**src/rtl/ppu_scroll_regs.sv**
```systemverilog
// PPU "t" scroll/address latch with the shared $2005/$2006 write toggle.
// CPU register writes are ignored until a post-reset warm-up count expires.
module ppu_scroll_regs #(
    parameter int unsigned WARMUP_CYCLES = 16,
    parameter int unsigned WARMUP_W      = 16
) (
    input  logic       PCLK,
    input  logic       n_RES,
    input  logic [2:0] RS,
    input  logic       WR,
    input  logic       RD,
    input  logic [7:0] CPU_DB,
    output logic [2:0] FH,
    output logic [2:0] FV,
    output logic [4:0] TV,
    output logic [4:0] TH,
    output logic       NTV,
    output logic       NTH,
    output logic       W6_2_Ena,
    output logic       TGL,
    output logic       READY
);

    logic                wr_d;
    logic                rd_d;
    logic                wr_evt;
    logic                rd_evt;
    logic [WARMUP_W-1:0] warm_cnt;

    assign wr_evt = WR & ~wr_d;
    assign rd_evt = RD & ~rd_d;
    assign READY  = (warm_cnt == '0);

    always_ff @(posedge PCLK or negedge n_RES) begin
        if (!n_RES) begin
            wr_d     <= 1'b0;
            rd_d     <= 1'b0;
            warm_cnt <= WARMUP_W'(WARMUP_CYCLES);
            FH       <= '0;
            FV       <= '0;
            TV       <= '0;
            TH       <= '0;
            NTV      <= 1'b0;
            NTH      <= 1'b0;
            TGL      <= 1'b0;
            W6_2_Ena <= 1'b0;
        end else begin
            wr_d     <= WR;
            rd_d     <= RD;
            W6_2_Ena <= 1'b0;

            if (warm_cnt != '0)
                warm_cnt <= warm_cnt - WARMUP_W'(1);

            // $2002 read clears the toggle even while writes are still blocked
            if (rd_evt && RS == 3'd2)
                TGL <= 1'b0;

            if (wr_evt && READY) begin
                case (RS)
                    3'd0: begin
                        NTH <= CPU_DB[0];
                        NTV <= CPU_DB[1];
                    end
                    3'd5: begin
                        if (!TGL) begin
                            TH <= CPU_DB[7:3];
                            FH <= CPU_DB[2:0];
                        end else begin
                            TV <= CPU_DB[7:3];
                            FV <= CPU_DB[2:0];
                        end
                        TGL <= ~TGL;
                    end
                    3'd6: begin
                        if (!TGL) begin
                            FV      <= {1'b0, CPU_DB[5:4]};
                            NTV     <= CPU_DB[3];
                            NTH     <= CPU_DB[2];
                            TV[4:3] <= CPU_DB[1:0];
                        end else begin
                            TV[2:0]  <= CPU_DB[7:5];
                            TH       <= CPU_DB[4:0];
                            W6_2_Ena <= 1'b1;
                        end
                        TGL <= ~TGL;
                    end
                    default: ;
                endcase
            end
        end
    end

endmodule
```
**config.mk**
```make
export PLATFORM = sky130hd
export DESIGN_NAME = ppu_scroll_regs
export DESIGN_NICKNAME = d
export VERILOG_FILES = /design/src/rtl/ppu_scroll_regs.sv
export SDC_FILE = /design/constraint.sdc
export NUM_CORES = 1
export LEC_CHECK = 0
export CORE_MARGIN = 3
export CORE_UTILIZATION = 52
export CTS_CLUSTER_DIAMETER = 100
export CTS_CLUSTER_SIZE = 12
export DETAILED_ROUTE_END_ITERATION = 8
export PLACE_DENSITY = 0.79
export SYNTH_ARGS = -nofsm -noshare
export SYNTH_HDL_FRONTEND = slang
export SYNTH_SLANG_ARGS = --single-unit
```
**constraint.sdc**
```tcl
create_clock -name PCLK -period 2.8 [get_ports PCLK]
set_input_delay 0.7 -clock PCLK [delete_from_list [all_inputs] [get_ports PCLK]]
set_output_delay 0.7 -clock PCLK [all_outputs]
set_load 0.1 [all_outputs]
```
==> metrics.md <==
| Metric | Value |
|---|---|
| Nature of the critical path startpoint | register |
| Top post-synthesis cells by area | dfrtp_1 46%, mux2i_1 8.5%, a31oi_1 4.4% |
| Core ar. | 0.00352 mm² |
| Largest net degree at the start of global routing | 39 |
| Pwr Density | 759 mW/mm² |
| First-pass GRT wire length | 7270 µm |
| Post-Syn Area | 0.00201 mm² |
| WS Path Type | register to output pin |
| Final min period | 2690 ps |
| Layout cells sized above 1 | 0.226 |
| WL/cell | 15.9 µm |
| Hold_ws | 493 ps |
| Yosys warnings | 0 |
| Detailed placer's ending HPWL | 3250 µm |
| # diodes | 0 |
| Die width | 68.2 µm |
| Worst hold start | warm_cnt[5]$_DFFE_PN0P_ |
| DR pass1 iterations | 4 |
| Via count | 1586 |
| CTS tree | built |
| I/O pin total | 36 |
| Clk_lat worst skew | 280 ps |
| Clock sink count | 38 |
| R2r endpoint | FH[1]$_DFFE_PN0P_ |
| R2r setup slk | 480 ps |
| Number of synthesized flops with an enable pin | 0 |
| Worst EP arrival | 1990 ps |
| Cells after Synth | 190 |
| Vias/cell | 5.75 |
| Congestion Overflow GR | 0 |
| Port bufs | 35 |
| MaxCap Viol Count | 0 |
| Endpoints failing setup | 0 |
| Rows | 21 |
| RSZ-0062 raised after global routing | no |
| RR Startpoint | warm_cnt[11]$_DFFE_PN0P_ |
| Synthesis-to-layout area growth | 24.0% |
| Most frequent cell after synthesis | dfrtp_1 |
| Maximum vdd drop | 0.593 mV |
| Number of distinct library cells after synthesis | 46 |
| Initial antenna violation count | 0 |
| Cell chain of the critical path | or4_1, or2_2, nor2_4, buf_12 |
| Nets@finish | 245 |
| Status | complete, no violations |
| Synth top area share | 0.460 |
| Final Max Tran Viols | 0 |
| Final Routed Wirelength | 4390 µm |
| Gpl congestion | 0.870 |
| Net Count, Synth | 206 |
| Fill cells | 275 |
| Relative slew margins | 0.447 |
| Worst hold path depth | 1 |
| Final critical-path share of the clock period | 0.960 |
| Worst Skew | 3.35 ps |
| Average size of a mapped cell | 10.6 µm² |
| Drc violations | 0 |
| CTS max path bufs | 2 |
| HP Class | register to register |
| Async set-reset flop share out of synthesis | 1.00 |
| Post-route ant nets | 0 |
| H-tree depth reported by CTS | 2 |
| Total CTS buffers | 5 |
| Root buf cell | clkbuf_8 |
| Post-synth top area cell | dfrtp_1 |
| Final Hold Vio Count | 0 |
| Worst path max stage delay | 570 ps |
| Slowest cell on crit path | or4_1 |
| R2r worst-path depth | 5 |
| Starting Density | 0.572 |
| Crit path capture type | output pin |
| TNS Setup | 0 ps |
| Prevailing post-synth register cell | dfrtp_1 |
| Post-synthesis sequential area ratio | 0.473 |
| GRT Total Usage | 0.212 |
| Top cells by count, synth | 37 x dfrtp_1, 18 x inv_1, 17 x mux2i_1, 14 x a31oi_1, 10 x nand2_1 |
| Iter 0 DRT Violations | 172 |
| Die area | 0.00465 mm² |
| Crit path max fanout | 7 |
| Critical Path RT | 2100 ps |
| LEAKAGE | 0.00120 µW |
| #FFs+latches synth | 38 |
| Die Ht | 68.2 µm |
| Hold-fix buffers, CTS | 0 |
| Worst Hold Endpoint | warm_cnt[5]$_DFFE_PN0P_ |
| Clk slew on worst S/H paths | 70 ps |
| Max Freq | 372 MHz |
| Slew @ Worst Pin | 830 ps |
| Vias in the first global route | 1504 |
[power breakdown]
group	internal [µW]	switching (µW)	leakage (µW)	total (µW)
combinational	171	676	0.000679	847
clock	198	178	0.0000482	377
sequential	624	47.5	0.000473	672
total	994	902	0.00120	1900
[flip-flops by register name, indices dropped and copies added (netlist names)]
name	cells
warm_cnt	16
wr_d	1
NTH	1
TV	5
NTV	1
TGL	1
TH	5
W6_2_Ena	1
rd_d	1
FH	3
FV	3
[area by class of cell]
cell class | count | area, µm² | area share
Clock buffer | 7 | 86.3 | 0.0346
Tap cell | 46 | 57.6 | 0.0231
Timing Repair Buffer | 42 | 358 | 0.143
Multi-Input combinational cell | 124 | 970 | 0.388
Inverter | 18 | 67.6 | 0.0271
Sequential cell | 38 | 952 | 0.381
Clock inverter | 1 | 5.00 | 0.00201
[per-layer routing]
| metal | global-route usage | wire length [µm] |
|---|---|---|
| met4 | 0.0521 | 39 |
| met2 | 0.309 | 2110 |
| met5 | 0 | 0 |
| met3 | 0.0706 | 288 |
| met1 | 0.305 | 1950 |
[logic make-up after synthesis]
family,synth area share
buf+inv,0.0566
xor+xnor,0.0305
flops,0.473
fa+ha+maj,0.00621
mux,0.112
simple gates,0.174
compound gates,0.147
[metrics by stage]
step / util / cells / cell area [µm²] / total power, µW / setup slack (ps)
2_1_floorplan: - / 190 / 2020 / 1330 / 39.0
4_1_cts: 0.698 / 273 / 2460 / 1910 / 21.4
5_1_grt: 0.709 / 276 / 2500 / 1980 / 27.2
6_report: 0.709 / 276 / 2500 / 1900 / 112
3_3_place_gp: 0.672 / 265 / 2370 / 1520 / 271
3_5_place_dp: 0.672 / 265 / 2370 / 1530 / 197
[cells in the final DEF, fill, tap and decap left out, drive strengths merged, types with 2 or more instances in the layout]
cell type,n
nor4b,2
clkbuf,7
and3,2
a21oi,3
nor4,2
dfrtp,37
or4,3
nor2,8
nand2,10
xor2,5
inv,18
nand3,2
buf,29
o31ai,2
nor2b,6
mux2i,17
a2111oi,2
xnor2,2
a21boi,7
nor3b,4
clkdlybuf4s50,13
o21ai,6
mux2,5
nor3,6
a31oi,14
[worst max-delay path, delay by kind of cell (launching register included)]
family | cells | cell delay [ps]
flip-flops | 1 | 450
buffers and inverters | 1 | 190
AND/OR/NAND/NOR | 3 | 1060
[worst max path at each step]
stage	startpoint	endpoint	slack [ps]
floorplan	warm_cnt[0]$_DFFE_PN0P_	READY	40
global route	warm_cnt[11]$_DFFE_PN0P_	READY	30
CTS	warm_cnt[0]$_DFFE_PN0P_	READY	20
global placement	RS[2]	FH[2]$_DFFE_PN0P_	270
finish	warm_cnt[11]$_DFFE_PN0P_	READY	110
detailed placement	RS[0]	FV[0]$_DFFE_PN0P_	200
[what timing repair did]
item / 4_1_cts / 5_1_grt
endpoints found under the setup margin: 0 / 1
resized for setup: 0 / 2
setup buffers: 0 / 3
endpoints found under the hold margin: 0 / 0
Power figures use the tool's default switching activity.
